==> config.mk <==
export PLATFORM = sky130hd
export DESIGN_NAME = id_operand_stage
export DESIGN_NICKNAME = d
export VERILOG_FILES = /design/src/rtl/id_operand_stage.sv
export SDC_FILE = /design/constraint.sdc
export NUM_CORES = 1
export LEC_CHECK = 0
export CORE_AREA = 2 2 177 179
export CTS_CLUSTER_DIAMETER = 150
export DETAILED_ROUTE_END_ITERATION = 6
export DIE_AREA = 0 0 179 181
export PLACE_DENSITY = 0.5
export SLEW_MARGIN = 20
export SYNTH_ARGS = -nofsm -noshare
export SYNTH_HDL_FRONTEND = slang
export SYNTH_SLANG_ARGS = --single-unit
==> constraint.sdc <==
create_clock -name i_clk -period 15.95 [get_ports i_clk]
set_clock_uncertainty 0.2 [all_clocks]
set_input_delay 1.595 -clock i_clk [delete_from_list [all_inputs] [get_ports i_clk]]
set_output_delay 1.595 -clock i_clk [all_outputs]
set_load 0.02 [all_outputs]
==> src/rtl/id_operand_stage.sv <==
// Decode-stage operand unit: valid/allow-in pipeline register, RF read, prioritised bypass, stall.
// Optional build macro ID_STALL_CNT_EN adds stall/flush event counters.
module id_operand_stage #(
  parameter int unsigned XLEN      = 32,
  parameter int unsigned RIDX_W    = 5,
  parameter int unsigned NUM_FWD   = 3,
  parameter int unsigned PAYLOAD_W = 64
) (
  input  logic                      i_clk,
  input  logic                      i_rst_n,
  input  logic                      i_in_valid,
  output logic                      o_in_ready,
  input  logic [PAYLOAD_W-1:0]      i_in_payload,
  input  logic [31:0]               i_in_inst,
  input  logic                      i_flush,
  output logic [RIDX_W-1:0]         o_rf_raddr1,
  output logic [RIDX_W-1:0]         o_rf_raddr2,
  input  logic [XLEN-1:0]           i_rf_rdata1,
  input  logic [XLEN-1:0]           i_rf_rdata2,
  input  logic                      i_rs1_en,
  input  logic                      i_rs2_en,
  input  logic [NUM_FWD-1:0]        i_fwd_valid,
  input  logic [NUM_FWD-1:0]        i_fwd_we,
  input  logic [NUM_FWD-1:0]        i_fwd_pending,
  input  logic [NUM_FWD*RIDX_W-1:0] i_fwd_addr,
  input  logic [NUM_FWD*XLEN-1:0]   i_fwd_data,
  output logic                      o_out_valid,
  input  logic                      i_out_ready,
  output logic [31:0]               o_out_inst,
  output logic [PAYLOAD_W-1:0]      o_out_payload,
  output logic [XLEN-1:0]           o_out_rs1,
  output logic [XLEN-1:0]           o_out_rs2
`ifdef ID_STALL_CNT_EN
  ,
  output logic [31:0]               o_stall_cnt,
  output logic [31:0]               o_flush_cnt
`endif
);

  logic                 r_id_valid;
  logic [31:0]          r_inst;
  logic [PAYLOAD_W-1:0] r_payload;

  logic            w_stall;
  logic            w_in_ready;
  logic [XLEN-1:0] w_rs1_data;
  logic [XLEN-1:0] w_rs2_data;
  logic            w_rs1_pend;
  logic            w_rs2_pend;

  assign o_rf_raddr1 = r_inst[15 +: RIDX_W];
  assign o_rf_raddr2 = r_inst[20 +: RIDX_W];

  // Scan from the oldest channel down so the youngest matching channel overrides.
  always_comb begin
    w_rs1_data = i_rf_rdata1;
    w_rs2_data = i_rf_rdata2;
    w_rs1_pend = 1'b0;
    w_rs2_pend = 1'b0;
    for (int i = int'(NUM_FWD) - 1; i >= 0; i--) begin
      if (i_fwd_valid[i] && i_fwd_we[i] && (i_fwd_addr[i*RIDX_W +: RIDX_W] == o_rf_raddr1)) begin
        w_rs1_data = i_fwd_data[i*XLEN +: XLEN];
        w_rs1_pend = i_fwd_pending[i];
      end
      if (i_fwd_valid[i] && i_fwd_we[i] && (i_fwd_addr[i*RIDX_W +: RIDX_W] == o_rf_raddr2)) begin
        w_rs2_data = i_fwd_data[i*XLEN +: XLEN];
        w_rs2_pend = i_fwd_pending[i];
      end
    end
    if (o_rf_raddr1 == '0) begin
      w_rs1_data = '0;
      w_rs1_pend = 1'b0;
    end
    if (o_rf_raddr2 == '0) begin
      w_rs2_data = '0;
      w_rs2_pend = 1'b0;
    end
  end

  assign w_stall    = r_id_valid & ((i_rs1_en & w_rs1_pend) | (i_rs2_en & w_rs2_pend));
  assign w_in_ready = ~r_id_valid | (~w_stall & i_out_ready);

  assign o_in_ready    = w_in_ready;
  assign o_out_valid   = r_id_valid & ~w_stall;
  assign o_out_inst    = r_inst;
  assign o_out_payload = r_payload;
  assign o_out_rs1     = w_rs1_data;
  assign o_out_rs2     = w_rs2_data;

  always_ff @(posedge i_clk) begin
    if (!i_rst_n) begin
      r_id_valid <= 1'b0;
    end else if (i_flush) begin
      r_id_valid <= 1'b0;
    end else if (w_in_ready) begin
      r_id_valid <= i_in_valid;
    end
  end

  // Data registers are deliberately unreset; they are qualified by r_id_valid.
  always_ff @(posedge i_clk) begin
    if (w_in_ready && i_in_valid && !i_flush) begin
      r_inst    <= i_in_inst;
      r_payload <= i_in_payload;
    end
  end

`ifdef ID_STALL_CNT_EN
  logic [31:0] r_stall_cnt;
  logic [31:0] r_flush_cnt;

  always_ff @(posedge i_clk) begin
    if (!i_rst_n) begin
      r_stall_cnt <= '0;
      r_flush_cnt <= '0;
    end else begin
      if (w_stall) r_stall_cnt <= r_stall_cnt + 32'd1;
      if (i_flush && r_id_valid) r_flush_cnt <= r_flush_cnt + 32'd1;
    end
  end

  assign o_stall_cnt = r_stall_cnt;
  assign o_flush_cnt = r_flush_cnt;
`endif

endmodule

==> flow_summary.yaml <==
final_layout:
  layout.area.seq_mm2: 0.002903
  instances_no_fill: 1312
  drive_above_1_share_pct: 3.392
  fin_area_mm2: 0.01068
  finalNetCount: 1196
  n_fill_cell: 3052
  area_growth_syn_to_layout_pct: 95.02
  multi_input_comb_area_mm2: 0.002313
  post-route-util_pct: 35.19
worst_setup_path:
  r2r_slack_ns: 11.09
  critical-path-max-stage-delay_ns: 0.66
  worst_path_arrival_ns: 5.08
  end_kind: "primary output"
  critical-path-top-cell-by-count: "clkdlybuf4s50_1"
  critical_path.max_fanout: 53
  worstSetupStartpointType: "input pin"
  critical_path_class: "in2out"
  cp_cell_sequence: "clkdlybuf4s50_1, xor2_1, nor3_1, nand4_1, buf_4, a211oi_1, o221ai_1, nand2_1, clkdlybuf4s50_1"
  worst_path_max_delay_cell: "clkdlybuf4s50_1"
  worst-endpoint-required_ns: 14.16
clock_tree:
  htree_levels: 3
  cts_inserted_buffers: 9
  cts.root.buffer_cell: "clkbuf_16"
  clock_tree_from_tritoncts: "yes"
  clock_slew_at_the_register_clock_pins_of_the_worst_setup_and_hold_paths_ns: 0.07
  postCtsResizedCells: 0
  cts_setup_buffers: 0
  latest_clock_arrival_within_the_worst_skew_pair_ns: 0.35
  postCtsHoldBufs: 0
  clkSinkCount: 97
  clock_path_buffers: 2
route:
  route.detailed.wl_per_inst_um: 20.72
  drt-vias-per-instance: 4.265
  routed-wl-met2_mm: 13.76
  drt_first_iter_violations: 201
  vias: 5596
  drt_first_pass_iters: 4
  highest-signal-layer: "met5"
  drtAntennaViolNets: 0
  m1WireLength_mm: 9.606
  total_met3_wirelength_after_detailed_routing_mm: 3.254
  routed_wirelength_mm: 27.19
  remaining_drc_errors: 0
floorplanning:
  num_io_pins: 459
  placementRows: 64
  die_width_um: 179
  core_mm2: 0.03035
  start_util_pct: 18.05
  chipHeight_um: 181
  floorplan.die_area_mm2: 0.03240
run:
  drv.max_cap_violation_count: 0
global_route:
  global_route_wire_length_before_repair_mm: 38.22
  grt.overflow.total: 0
  antenna_found_initial: 2
  number_of_global_route_vias_before_repair: 5984
  grt_start_max_net_pins: 81
  global_route.usage.total_pct: 16.06
synthesis:
  yosysWarnings: 0
  synth_top_cell_area_share_pct: 52.64
  synth_cells: 474
  post-synth-top-area-cell: "edfxtp_1"
  mappedNetlistNets: 761
  mappedNetlistArea_mm2: 0.005477
  synthesized_area_per_cell_um2: 11.55
  synthTopCellsByArea: "edfxtp_1 (53%), mux2i_1 (12%), a22o_1 (10%), a21oi_1 (5.9%), nor2_1 (5.1%)"
  synth-seq-area-share_pct: 53.00
  ys_ff_latch: 97
  synth_cell_type_count: 32
placed_design:
  gpl.final_weighted_congestion: 0.8018
  number_of_port_buffers: 458
  dp.final_hpwl_mm: 21.53
  dpl-instance-area_mm2: 0.01038
  placedCellCount: 1294
  preCtsSetupSlack_ns: 9.035
timing:
  finalHoldViolations: 0
  min_period_ns: 6.875
  layout_worst_path_cycle_share_pct: 43.11
  final-setup-viol-count: 0
  fin_setup_tns_ns: 0
  maxSlewViolCount: 0
  hold-worst-slack_ns: 0.4798
  final.setup.worst_slack_ns: 9.075
  top_achievable_clock_speed_mhz: 145.4
  actual_slew_at_the_worst_max_slew_pin_ns: 1.046
  grt_setup_unrepaired: "false"
  timing.slew.headroom_pct: 30.27
power_and_ir_drop:
  p_per_area_mw_per_mm2: 67.27
  post-layout-total-power_mw: 0.7184
  total_leakage_power_nw: 4.356
  worst_ir_drop_vdd_mv: 0.09578
min_path:
  hold_path_class: "reg2reg"
run_status:
  status: "finished clean"
==> cell usage in the layout (no fill, tap or decap), types with 2 or more instances in the layout <==
| cell type | Yosys | final |
|---|---|---|
| clkdlybuf4s50_1 | 0 | 458 |
| edfxtp_1 | 96 | 96 |
| nor2_1 | 75 | 71 |
| mux2i_1 | 64 | 64 |
| a21oi_1 | 65 | 64 |
| a22o_1 | 64 | 64 |
| xor2_1 | 25 | 25 |
| clkbuf_16 | 0 | 9 |
| buf_4 | 13 | 9 |
| xnor2_1 | 5 | 5 |
| nand4_1 | 5 | 5 |
| nor2_2 | 0 | 4 |
| nor3_1 | 3 | 3 |
| nand3_1 | 3 | 3 |
| nand2_1 | 3 | 3 |
| nor4_1 | 3 | 3 |
| o221ai_1 | 3 | 3 |
| inv_1 | 3 | 3 |
| diode_2 | 0 | 2 |
| and4_1 | 2 | 2 |
| and3_1 | 2 | 2 |
| inv_6 | 0 | 2 |
==> final cells by class <==
cell class,instances,area share (%)
repair buffers,467,43.56
flip-flops and latches,97,27.18
multi-input cells,331,21.66
well taps,396,4.639
clock buffers,9,2.109
clock inverters,7,0.7029
inverters,3,0.1054
diodes,2,0.04686
==> cells in the mapped netlist, drive strengths merged <==
| cell | number |
|---|---|
| o22ai | 1 |
| o311a | 1 |
| a211oi | 1 |
| nor3 | 3 |
| a21oi | 65 |
| nor3b | 1 |
| and3 | 2 |
| xor2 | 25 |
| clkbuf | 21 |
| edfxtp | 96 |
| mux2i | 64 |
| buf | 22 |
| and4 | 2 |
| inv | 3 |
| nand4 | 5 |
| dfxtp | 1 |
| xnor2 | 5 |
| a22o | 64 |
| o31a | 1 |
| nor2 | 75 |
| nand2 | 3 |
| o221ai | 3 |
| or4 | 3 |
| nand2b | 1 |
| nand3 | 3 |
| nor4 | 3 |
==> state kept, by name, summed over array words and instances, names as in the netlist <==
signal / cells
r_id_valid: 1
o_out_payload: 64
o_out_inst: 32
==> path summary, 6_finish.rpt <==
| check | startpoint | endpoint | cells after the start |
|---|---|---|---|
| worst max-delay path | i_fwd_addr[8] | o_in_ready | 9 |
| worst min-delay path | r_id_valid$_SDFFE_PP0P_ | r_id_valid$_SDFFE_PP0P_ | 3 |
| worst max register to register | o_out_inst[20]$_DFFE_PP_ | o_out_inst[17]$_DFFE_PP_ | 8 |
| worst min register to register | r_id_valid$_SDFFE_PP0P_ | r_id_valid$_SDFFE_PP0P_ | 3 |
==> per-layer routing <==
| metal | global-route usage (%) | up-vias |
|---|---|---|
| li1 | - | 2676 |
| met1 | 16.96 | 2571 |
| met2 | 29.17 | 314 |
| met3 | 6.439 | 33 |
| met4 | 4.325 | 2 |
| met5 | 0 | - |
==> report_power, final <==
part / internal [mW] / switching (mW) / total, mW
registers: 0.294 / 0.00558 / 0.299
clock network: 0.123 / 0.0977 / 0.221
logic: 0.118 / 0.0804 / 0.199
total: 0.535 / 0.184 / 0.718
==> logic make-up after synthesis <==
logic type,share of synthesized area [%]
flops,53.00
mux,11.70
buf+inv,5.141
xor+xnor,4.798
compound gates,17.25
simple gates,8.111
==> worst max-delay path: cells and delay by family <==
kind / cells / cell delay [ns]
buf+inv: 3 / 1.62
compound gates: 2 / 0.67
simple gates: 3 / 0.96
xor+xnor: 1 / 0.18
Power figures use the tool's default switching activity.
==> RTL edit: new RTL, same flow settings <==
The parameter `XLEN` goes from 32 to 24.
--- a/src/rtl/id_operand_stage.sv
+++ b/src/rtl/id_operand_stage.sv
@@ -1,7 +1,7 @@
 // Decode-stage operand unit: valid/allow-in pipeline register, RF read, prioritised bypass, stall.
 // Optional build macro ID_STALL_CNT_EN adds stall/flush event counters.
 module id_operand_stage #(
-  parameter int unsigned XLEN      = 32,
+  parameter int unsigned XLEN      = 24,
   parameter int unsigned RIDX_W    = 5,
   parameter int unsigned NUM_FWD   = 3,
   parameter int unsigned PAYLOAD_W = 64
Interface: changed (5 resized); port bits go from 459 to 403. The function was not compared with the original's and may differ.
==> RTL edit against the original RTL <==
- wire length is 11% lower
- worst setup slack better by 660 ps
- final area is 9.1% lower
- sequential cell count stayed put
- utilization is 3.2 points lower
- highest routed layer unchanged
- sequential power hardly changed
- total power is 4.5% lower
- hold slack worse by 55 ps
- synthesized area is 7.8% lower
==> RTL edit: results (changes against the original RTL) <==
stage	metric	value	unit	change
sta	fin_crit	6211	ps	-664.5 ps
worst_setup_path	r2r_cells	7		-1
final_layout	multi_input_area	0.001931	sq mm	-17%
worst_setup_path	r2r_slack	12100	ps	+1010 ps
pwr	p_leak	0.003817	uW	-12%
final_layout	layout-drive-gt1-share	4.030	%	+0.64 points
synth	yosysSeqAreaShare	57.50	%	+4.5 points
place	dp_hpwl	19.03	mm	-12%
worst_setup_path	timing.rr.end	o_out_inst[23]		
place	gp_congestion	0.7605		-5.2%
min_path	hold_end	r_id_valid		
synth	netlist_instances	403		-15%
final_layout	final-clk-cell-share	2.964	%	+0.15 points
die	die_area	0.03240	sq mm	unchanged
synth	synth_compound_area_share	14.67	%	-2.6 points
sta	holdWs	424.9	ps	-54.91 ps
grt	grt_pass1_vias	5228		-13%
drt	drtPass1Iterations	4		unchanged
final_layout	stdcell_count	1193		-9.1%
clock_tree	ctsResizeCount	0		unchanged
final_layout	antennaDiodeCount	3		+1
synth	yosys-top-cells-area	edfxtp_1, mux2i_1, a22o_1, a21oi_1, xor2_1		
place	dpl_worst_slack	9656	ps	+620.7 ps
synth	yosys-top-cells-count	edfxtp_1, nor2_1, a21oi_1		
final_layout	clockBufferCount	10		+1
synth	synthMuxAreaShare	9.517	%	-2.2 points
final_layout	seq_share	29.90	%	+2.7 points
worst_setup_path	endpoint	o_out_rs2[3]		
synth	synth_fp_nets	650		-15%
clock_tree	clk_latency	350	ps	about the same
clock_tree	clockRootBuffer	clkbuf_16		
final_layout	n_all_inverters	2		-1
final_layout	fillers	3118		+2.2%
worst_setup_path	cp_max_fo	24		-55%
clock_tree	cts_buffers	9		unchanged
run_status	status	complete, no violations		
drt	via_count	4889		-13%
final_layout	area_delta_synth_final	92.29	%	
drt	wirelength	24.10	mm	-11%
grt	antenna_found_initial	8		+6
worst_setup_path	r2r_start	o_out_inst[23]		
synth	yosysUniqueCellTypes	37		+16%
grt	grt_first_pass_wirelength	33.60	mm	-12%
synth	synth_xor_area_share	5.204	%	+0.41 points
place	dpl-instance-area	0.009413	sq mm	-9.3%
final_layout	n_all_buffers	409		-12%
grt	grt_usage	14.13	%	-1.9 points
worst_setup_path	cp-startpoint	i_fwd_addr[13]		
pwr	ir_drop	0.00007516	V	-22%
clock_tree	path_clk_slew	60	ps	
sta	slew_headroom	29.92	%	-0.36 points
clock_tree	clock_path_buffers	2		unchanged
place	port_buffers	402		-12%
final_layout	bufAreaShareNonClock	41.99	%	-1.6 points
final_layout	multi_input_gates	270		-18%
final_layout	fin_nets	1036		-13%
drt	drt-initial-drc-count	156		-22%
grt	grt_max_degree	82		+1.2%
==> RTL edit: cell count changes after synthesis, sizes merged, moves of 12 or more <==
cell / unedited run / this run
clkbuf: 21 / 9
a22o: 64 / 48
nor2: 75 / 58
a21oi: 65 / 50
mux2i: 64 / 48
==> RTL edit: where the power goes <==
group | switching (uW) | internal, uW | total (uW)
sequential | 5.45 | 294 | 299
combinational | 71.2 | 101 | 173
clock | 93.3 | 121 | 214
==> RTL edit: worst max-delay path: stages <==
cell and delay (ps):
clkdlybuf4s50_1 450, xor2_1 190, nor3_2 310, nand4_4 590, mux2i_1 270, a21oi_1 230, a22o_1 160, clkdlybuf4s50_1 600
==> RTL edit: routing by layer <==
layer  GRT usage [%]  share of wire (%)
met1           13.48                 33
met2           26.55                 51
met3           7.218                 14
met4           3.122                1.1
met5               0               0.35
